## config.mk

```make
export PLATFORM = sky130hd
export DESIGN_NAME = snn_inject_scheduler
export DESIGN_NICKNAME = d
export VERILOG_FILES = /design/src/rtl/snn_sched_pkg.sv /design/src/rtl/rr_arb2.sv /design/src/rtl/snn_inject_scheduler.sv
export SDC_FILE = /design/constraint.sdc
export NUM_CORES = 1
export LEC_CHECK = 0
export BUFFER_PORTS_ARGS = -buffer_cell sky130_fd_sc_hd__buf_2
export CAP_MARGIN = 20
export CORE_MARGIN = 2
export CORE_UTILIZATION = 40
export CTS_BUF_LIST = sky130_fd_sc_hd__clkbuf_4
export CTS_CLUSTER_SIZE = 28
export DETAILED_ROUTE_END_ITERATION = 16
export PLACE_DENSITY = 0.78
export RECOVER_POWER = 100
export SLEW_MARGIN = 15
export SYNTH_ARGS = -nofsm -noshare
export SYNTH_HDL_FRONTEND = slang
export SYNTH_SLANG_ARGS = --single-unit
```

## constraint.sdc

```tcl
create_clock -name clk -period 2.9 [get_ports clk]
set_clock_uncertainty 0.2 [all_clocks]
set_input_delay 0.435 -clock clk [delete_from_list [all_inputs] [get_ports clk]]
set_output_delay 0.435 -clock clk [all_outputs]
set_load 0.01 [all_outputs]
```

## src/rtl/snn_sched_pkg.sv

```systemverilog
// Shared types and helpers for the SNN injection scheduler.
package snn_sched_pkg;

  typedef enum logic [2:0] {
    IDLE,
    LOAD_FLT,
    RUN,
    WAIT_DONE,
    ADVANCE,
    FINISH
  } state_t;

  // Timestep bit copied into bit 0 of every injected ifmap packet.
  localparam int unsigned TS_BIT = 0;

  // Injection packet width for a given filter weight width.
  function automatic int unsigned pkt_width(input int unsigned filter_width);
    return 3 * filter_width + 9;
  endfunction

endpackage

```

## src/rtl/rr_arb2.sv

```systemverilog
// Two-request round-robin arbiter. Slot 0 is favoured after reset/clear.
// The pointer only moves when both requests contend and the grant is taken.
module rr_arb2 (
  input  logic       clk,
  input  logic       rst_n,
  input  logic       clr,
  input  logic [1:0] req,
  input  logic       adv,
  output logic [1:0] gnt
);

  // 1: slot 1 has priority on the next contended grant
  logic ptr;

  // Grant the requester favoured by the pointer, or the only requester.
  always_comb begin
    gnt    = '0;
    gnt[0] = req[0] && (!req[1] || !ptr);
    gnt[1] = req[1] && (!req[0] || ptr);
  end

  // Remember the last contended winner so the other side goes next.
  always_ff @(posedge clk or negedge rst_n) begin
    if (!rst_n) begin
      ptr <= 1'b0;
    end else if (clr) begin
      ptr <= 1'b0;
    end else if (adv && (&req)) begin
      ptr <= gnt[0];
    end
  end

endmodule

```

## src/rtl/snn_inject_scheduler.sv

```systemverilog
// Sequences all packet injection into the SNN PE mesh for one inference:
// filters once, then per timestep ifmap rows plus previous-timestep residue,
// then waits for every output PE to report done before advancing.
module snn_inject_scheduler
  import snn_sched_pkg::*;
#(
  parameter int unsigned FILTER_WIDTH = 8,
  parameter int unsigned PKT_WIDTH    = pkt_width(FILTER_WIDTH),
  parameter int unsigned NUM_PE       = 4,
  parameter int unsigned NUM_TS       = 2,
  parameter int unsigned FILTER_PKTS  = 3,
  parameter int unsigned IFMAP_PKTS   = 5,
  parameter int unsigned TS_W         = 4
) (
  input  logic                 clk,
  input  logic                 rst_n,
  input  logic                 start,
  input  logic                 flt_valid,
  output logic                 flt_ready,
  input  logic [PKT_WIDTH-1:0] flt_data,
  input  logic                 ifm_valid,
  output logic                 ifm_ready,
  input  logic [PKT_WIDTH-1:0] ifm_data,
  input  logic                 res_valid,
  output logic                 res_ready,
  input  logic [PKT_WIDTH-1:0] res_data,
  output logic                 inj_valid,
  input  logic                 inj_ready,
  output logic [PKT_WIDTH-1:0] inj_data,
  input  logic [NUM_PE-1:0]    pe_done,
  output logic [TS_W-1:0]      timestep,
  output logic                 busy,
  output logic                 done
);

  localparam int unsigned FW = $clog2(FILTER_PKTS + 1);
  localparam int unsigned IW = $clog2(IFMAP_PKTS + 1);
  localparam int unsigned RW = $clog2(NUM_PE + 1);

  localparam logic [FW-1:0]   FLT_LAST = FW'(FILTER_PKTS - 1);
  localparam logic [IW-1:0]   IFM_MAX  = IW'(IFMAP_PKTS);
  localparam logic [RW-1:0]   RES_MAX  = RW'(NUM_PE);
  localparam logic [TS_W-1:0] TS_LAST  = TS_W'(NUM_TS - 1);

  state_t               state;
  logic [FW-1:0]        flt_cnt;
  logic [IW-1:0]        ifm_cnt;
  logic [RW-1:0]        res_cnt;
  logic [NUM_PE-1:0]    sticky;

  logic                 space;
  logic                 ifm_elig;
  logic                 res_elig;
  logic                 res_met;
  logic                 start_acc;
  logic                 flt_fire;
  logic                 ifm_fire;
  logic                 res_fire;
  logic                 arb_adv;
  logic [1:0]           req;
  logic [1:0]           gnt;
  logic [PKT_WIDTH-1:0] ifm_stamped;

  // Eligibility and arbitration requests; only RUN may request.
  always_comb begin
    space     = !inj_valid || inj_ready;
    start_acc = (state == IDLE) && start;
    ifm_elig  = ifm_cnt < IFM_MAX;
    res_elig  = (timestep != '0) && (res_cnt < RES_MAX);
    res_met   = (timestep == '0) ? (res_cnt == '0) : (res_cnt == RES_MAX);
    req       = '0;
    req[0]    = (state == RUN) && ifm_valid && ifm_elig;
    req[1]    = (state == RUN) && res_valid && res_elig;
  end

  rr_arb2 u_arb (
    .clk   (clk),
    .rst_n (rst_n),
    .clr   (start_acc),
    .req   (req),
    .adv   (arb_adv),
    .gnt   (gnt)
  );

  // Source readies and accept strobes; the output slot must be free or draining.
  always_comb begin
    flt_ready   = (state == LOAD_FLT) && space;
    ifm_ready   = gnt[0] && space;
    res_ready   = gnt[1] && space;
    flt_fire    = flt_valid && flt_ready;
    ifm_fire    = ifm_valid && ifm_ready;
    res_fire    = res_valid && res_ready;
    arb_adv     = ifm_fire || res_fire;
    ifm_stamped = ifm_data;
    ifm_stamped[0] = timestep[TS_BIT];
  end

  // Control FSM with the one-entry injection register and all counters.
  always_ff @(posedge clk or negedge rst_n) begin
    if (!rst_n) begin
      state     <= IDLE;
      inj_valid <= 1'b0;
      inj_data  <= '0;
      timestep  <= '0;
      busy      <= 1'b0;
      done      <= 1'b0;
      flt_cnt   <= '0;
      ifm_cnt   <= '0;
      res_cnt   <= '0;
      sticky    <= '0;
    end else begin
      if (inj_valid && inj_ready) begin
        inj_valid <= 1'b0;
      end
      if (flt_fire) begin
        inj_valid <= 1'b1;
        inj_data  <= flt_data;
      end else if (ifm_fire) begin
        inj_valid <= 1'b1;
        inj_data  <= ifm_stamped;
      end else if (res_fire) begin
        inj_valid <= 1'b1;
        inj_data  <= res_data;
      end

      case (state)
        IDLE: begin
          if (start) begin
            state    <= LOAD_FLT;
            busy     <= 1'b1;
            done     <= 1'b0;
            timestep <= '0;
            flt_cnt  <= '0;
            ifm_cnt  <= '0;
            res_cnt  <= '0;
            sticky   <= '0;
          end
        end
        LOAD_FLT: begin
          if (flt_fire) begin
            flt_cnt <= flt_cnt + FW'(1);
            if (flt_cnt == FLT_LAST) begin
              state <= RUN;
            end
          end
        end
        RUN: begin
          sticky <= sticky | pe_done;
          if (ifm_fire) begin
            ifm_cnt <= ifm_cnt + IW'(1);
          end
          if (res_fire) begin
            res_cnt <= res_cnt + RW'(1);
          end
          // Leave only once the last packet has left the output register.
          if ((ifm_cnt == IFM_MAX) && res_met && !inj_valid) begin
            state <= WAIT_DONE;
          end
        end
        WAIT_DONE: begin
          sticky <= sticky | pe_done;
          if (&sticky) begin
            state <= (timestep == TS_LAST) ? FINISH : ADVANCE;
          end
        end
        ADVANCE: begin
          timestep <= timestep + TS_W'(1);
          ifm_cnt  <= '0;
          res_cnt  <= '0;
          sticky   <= '0;
          state    <= RUN;
        end
        FINISH: begin
          done  <= 1'b1;
          busy  <= 1'b0;
          state <= IDLE;
        end
        default: state <= IDLE;
      endcase
    end
  end

endmodule

```

* Word-level counts from Yosys, hierarchy flattened
Index checks and enable logic that the tools add are counted.
** Storage, ports and cells
- Bits in registers :: 56
- Bits in latches :: 0
- Bits in writable memories :: 0
- Bits in read-only memories :: 0
- Bits of input ports :: 110
- Output and inout bits :: 43
- Logic and storage cells :: 114
- Memories :: 0
** Cells by class
- Add/subtract/negate cells :: 4
- Multipliers :: 0
- Divide/modulo/power cells :: 0
- Magnitude comparators :: 2
- Eq/ne operators :: 16
- Shifts and indexed selects :: 0
- Mux-type cells :: 32
- Bitwise logic cells :: 1
- Reduce and logical (&&, ||, !) cells :: 48
** Operator list (count)
- $mux 33 :: 3
- $mux 3 :: 8
- $logic_and 1x1->1 :: 18
- $pmux 3 s3 :: 2
- $pmux 3 s5 :: 1
- $eq 3x3->1 const B :: 4
- $pmux 4 s3 :: 1
- $mux 1 :: 10
- $ne 2x2->1 const B :: 5
- $reduce_and 3->1 :: 3
- $reduce_bool 3->1 :: 3
- $pmux 4 s2 :: 1
- $reduce_and 2->1 :: 4
- $reduce_bool 2->1 :: 4
- $reduce_bool 4->1 :: 2
- $add 3x1->3 const B :: 2
- $eq 3x2->1 const B :: 2
- $logic_not 3->1 :: 2
- $lt 3x3->1 const B :: 2
- $reduce_and 5->1 :: 1
- $add 4x1->4 const B :: 1
- $eq 4x1->1 const B :: 1
- $logic_not 1->1 :: 4
- $logic_not 4->1 :: 1
- 12 further kinds :: 18

* Depth between registers and ports, before layout
- Word-level depth :: 12
- Mapped depth :: 8

* Hierarchy
From an unflattened synthesis, not the netlist that was laid out.
** Unflattened totals
- Cell total of the unflattened synthesis :: 282
- Area, all modules :: 3434.5 um^2
** By module, submodules not included
- snn_inject_scheduler :: instances 1, cells an instance 274, area each 3359.5 um^2, sequential area each 1376.3 um^2
- rr_arb2 :: instances 1, cells an instance 8, area each 75.1 um^2, sequential area each 25.0 um^2

* Worst setup path after synthesis
Ideal clock, no wire load.
- Kind :: register to output
- Start :: register timestep[0]
- End :: output ifm_ready
- Arrival time :: 1739 ps
- Data required time :: 2265 ps
- Path slack :: 526 ps
- Stages on the path, launching flop included :: 9
- Buffers on the path :: 2
- Path through :: dfrtp_1 -> inv_1 -> ha_1 -> nor3b_2 -> or3b_1 -> buf_6 -> buf_8 -> nand2_1 -> inv_1
** Between the ends
- Longest elaborated chain between the ends :: 7
** RTL lines
- start, declared :: RTL line snn_inject_scheduler.sv:31 : output logic [TS_W-1:0] timestep,
- start signal, assigned :: RTL line snn_inject_scheduler.sv:167 : timestep <= timestep + TS_W'(1);
- $reduce_bool 4->1 :: RTL line snn_inject_scheduler.sv:69 : res_elig = (timestep != '0) && (res_cnt < RES_MAX);
- $logic_and 1x1->1 :: RTL line snn_inject_scheduler.sv:69
- $logic_and 1x1->1 :: RTL line snn_inject_scheduler.sv:73 : req[1] = (state == RUN) && res_valid && res_elig;
- $logic_not 1->1 :: RTL line rr_arb2.sv:18 : gnt[0] = req[0] && (!req[1] || !ptr);
- $logic_or 1x1->1 :: RTL line rr_arb2.sv:18
- $logic_and 1x1->1 :: RTL line rr_arb2.sv:18
- $logic_and 1x1->1 :: RTL line snn_inject_scheduler.sv:88 : ifm_ready = gnt[0] && space;
- end, declared :: RTL line snn_inject_scheduler.sv:22 : output logic ifm_ready,
No other way between the ends.

* Worst setup path in the final report
Ends and elaborated chain as after synthesis.

==> metrics.txt <==
Clock power frac=about a tenth; NetSw=between 1 and 1.5 mW; most common cell after layout, fill and taps aside=buf_2; Fmax=roughly 360 MHz; clk sinks=between 50 and 60; startpoint types=register; GPL Wtd Cong=around 0.80; combinational share of power=49.0%; Die Height=88.9 um; post-synthesis compound-gate area fraction=between 30% and 40%; initial antenna violation count=0; Setup TNS Final=0 ns; Num CTS Buffers=5; Final Setup Violations=0; dpl cell area=about 3700 um2; status=completed; most frequent cells in the layout=107 x buf_2, 55 x dfrtp_1, 43 x clkbuf_1, 34 x a32o_1, 34 x a221o_1; routed wire length=about 8.3 mm; H-Tree Depth=2; top cell type's share of synthesized area=roughly half; maximum fanout along the worst path=20; Worst Setup End Kind=output pin; required time of the worst setup path=between 2 and 2.5 ns; Max Cap Viol=0; cell area after layout=between 3000 and 4000 um2; Synth Area in Simple Gates=10.3%; Initial Utilization=41.9%; Final Cycle Share=about 96%; clock buffer depth=2; PwrDens=around 940 nW/um2; layout cells sized above 1=around 33%; GRT Residual Overflow=0; first-pass GRT wire length=about 12 mm; library cells used by synthesis=38; Synth Area in Adders=under 10%; fin cells=500; Critical Path AT=between 2 and 2.5 ns; synth-to-layout area growth=29.7%; RSZ-0062 raised after global routing=false; clock transition at the registers of the reported paths=about 0.16 ns; NumNets Final=about 520; endpoints failing hold=0; Clock Root Buffer=clkbuf_4; Clk Latency, worst-skew pair=~0.38 ns; Yosys reg bits=56; number of diodes=0; FP Rows=30; drt pass-1 iters=4; Crit Path Class=reg2out; Vias/cell=roughly 5.6; DRC=0; Die ar.=around 8000 um2; Sequential Power Share=between 40% and 50%; PortBufs=around 150; yosys synthesis warning count=0; top cells by area, synth=dfrtp_1 49%, a221o_1 12%, a32o_1 12%; mux contribution to synthesized area=~1.0%; syn_nets=372; Worst Tran Pin Value=between 1 and 1.5 ns; largest net degree at the start of global routing=34; DRT iter0 DRCs=94; Top Ports=153; Tot Pwr=~3.5 mW; worst min path class=in2reg; Die Width=approximately 89 um; Routed wire per std cell=16.6 um; CTS tree=yes; gr usage total=20.0%; Peak supply drop=about 500 uV; Syn Inst Count=approximately 250; Leakage=~1.7 nW; Seq/Total Area, Yosys=between 40% and 50%; remaining antenna violation count=0; vias in the first global route=~2600; largest family of logic cells by synthesized area=compound AO/OA/AOI/OAI gates; Slew Limit Headroom=less than 1%; Final min period=roughly 2.8 ns; Inst Count DP=about 490; Post-Synth XOR/XNOR Area=less than 1%; core area=between 6000 and 7000 um2; Slew Limit Fails=0; via count=2811; Mapped Avg Cell Area=11.3 um2; Pint=2.05 mW; cell taking the most area after synthesis=dfrtp_1; post-DP HPWL=slightly above 6 mm; Netlist Area Pre-Place=2880 um2; Switching Fraction=a little over two fifths
## power by group through the flow
stage / clock (mW) / combinational [mW] / sequential (mW)
final: 0.356 / 1.72 / 1.44
after global routing: 0.402 / 1.91 / 1.48
after CTS: 0.375 / 1.78 / 1.43
after detailed placement: 0 / 1.77 / 1.45
after global placement: 0 / 1.72 / 1.43
after floorplan: 0 / 1.08 / 1.49
## final timing paths
path,from,to,slack [ns],cells past startpoint
worst max-delay path,timestep[0],ifm_ready,0.12,8
worst max register to register,state[1],inj_data[25],0.29,5
max in group asynchronous,rst_n,inj_data[18],0.64,3
worst min-delay path,res_data[29],inj_data[29],0.07,2
min in group asynchronous,rst_n,inj_data[29],0.72,2
worst min register to register,flt_cnt[0],flt_cnt[0],0.32,1
## cells by family (layout without fill, tap and decap cells)
group / count (synthesis) / count (layout)
compound gates: 100 / 100
flops: 56 / 56
simple gates: 54 / 54
buf+inv: 32 / 182
fa+ha+maj: 8 / 8
mux: 3 / 3
xor+xnor: 1 / 1
## worst max-delay path: stages (launching register included)
cell and delay [ns]:
dfrtp_2 0.44, inv_1 0.05, ha_1 0.18, nor3b_2 0.18
or3b_1 0.42, buf_4 0.22, nand2_2 0.12, inv_1 0.04
clkbuf_2 0.12
## routing by layer
layer | track usage, % | up-vias | share of wire [%] | routed length (um)
met3 | 4.85 | 9 | 7.5 | 624
li1 | - | 1325 | - | -
met1 | 25.1 | 1364 | 41 | 3400
met2 | 34.9 | 113 | 51 | 4220
met5 | 0 | - | 0 | 0
met4 | 4.27 | 0 | 0.87 | 72
## sequential cells by signal, summed over array words and instances, names as in the netlist, 2 cells and up
name / cells
ifm_cnt: 3
state: 3
sticky: 4
flt_cnt: 2
res_cnt: 3
timestep: 4
inj_data: 33
## layout make-up
| type | count | area (um2) |
|---|---|---|
| inverter | 10 | 37.5 |
| multi-input combinational | 166 | 1320 |
| fill | 644 | 3130 |
| tap | 96 | 120 |
| sequential | 56 | 1400 |
| timing repair buffer | 164 | 797 |
| clock buffer | 7 | 52.6 |
| clock inverter | 1 | 8.76 |
## cells in the mapped netlist (all sizes together)
| cell type | count |
|---|---|
| a21boi | 1 |
| a32o | 34 |
| nor3 | 3 |
| or3 | 1 |
| nand3b | 1 |
| and2 | 2 |
| dfrtp | 56 |
| nand4 | 3 |
| a221o | 34 |
| nor4 | 1 |
| o2bb2ai | 1 |
| a2111oi | 1 |
| a41o | 1 |
| clkbuf | 6 |
| o21ai | 14 |
| nand2b | 3 |
| nor2 | 12 |
| nor3b | 2 |
| nand3 | 8 |
| ha | 8 |
| a22o | 1 |
| o21a | 1 |
| and4 | 3 |
| nand2 | 10 |
| a31oi | 2 |
| or2 | 1 |
| o22a | 1 |
| mux2i | 3 |
| a21oi | 9 |
| nand4b | 1 |
| or3b | 1 |
| xnor2 | 1 |
| and3 | 2 |
| buf | 16 |
| inv | 10 |
## stage by stage
stage	util, %	hold WS [ns]	setup WS, ns
after detailed placement	53.7	0.288	0.363
after global placement	53.7	0.272	0.399
after global routing	54.4	0.0421	0.00877
after floorplan	-	-0.0606	0.526
after CTS	54.8	0.0546	0.00121
final	54.4	0.0719	0.118
## repair_timing
| action | in CTS | in global routing |
|---|---|---|
| gates resized for setup | 1 | 1 |
| hold buffers | 1 | 0 |
| setup buffers | 0 | 4 |
| hold endpoints to repair | 27 | 0 |
| endpoints found under the setup margin | 1 | 1 |
| pin swaps | 0 | 0 |
| cloned | 0 | 0 |
Power figures use the tool's default switching activity.
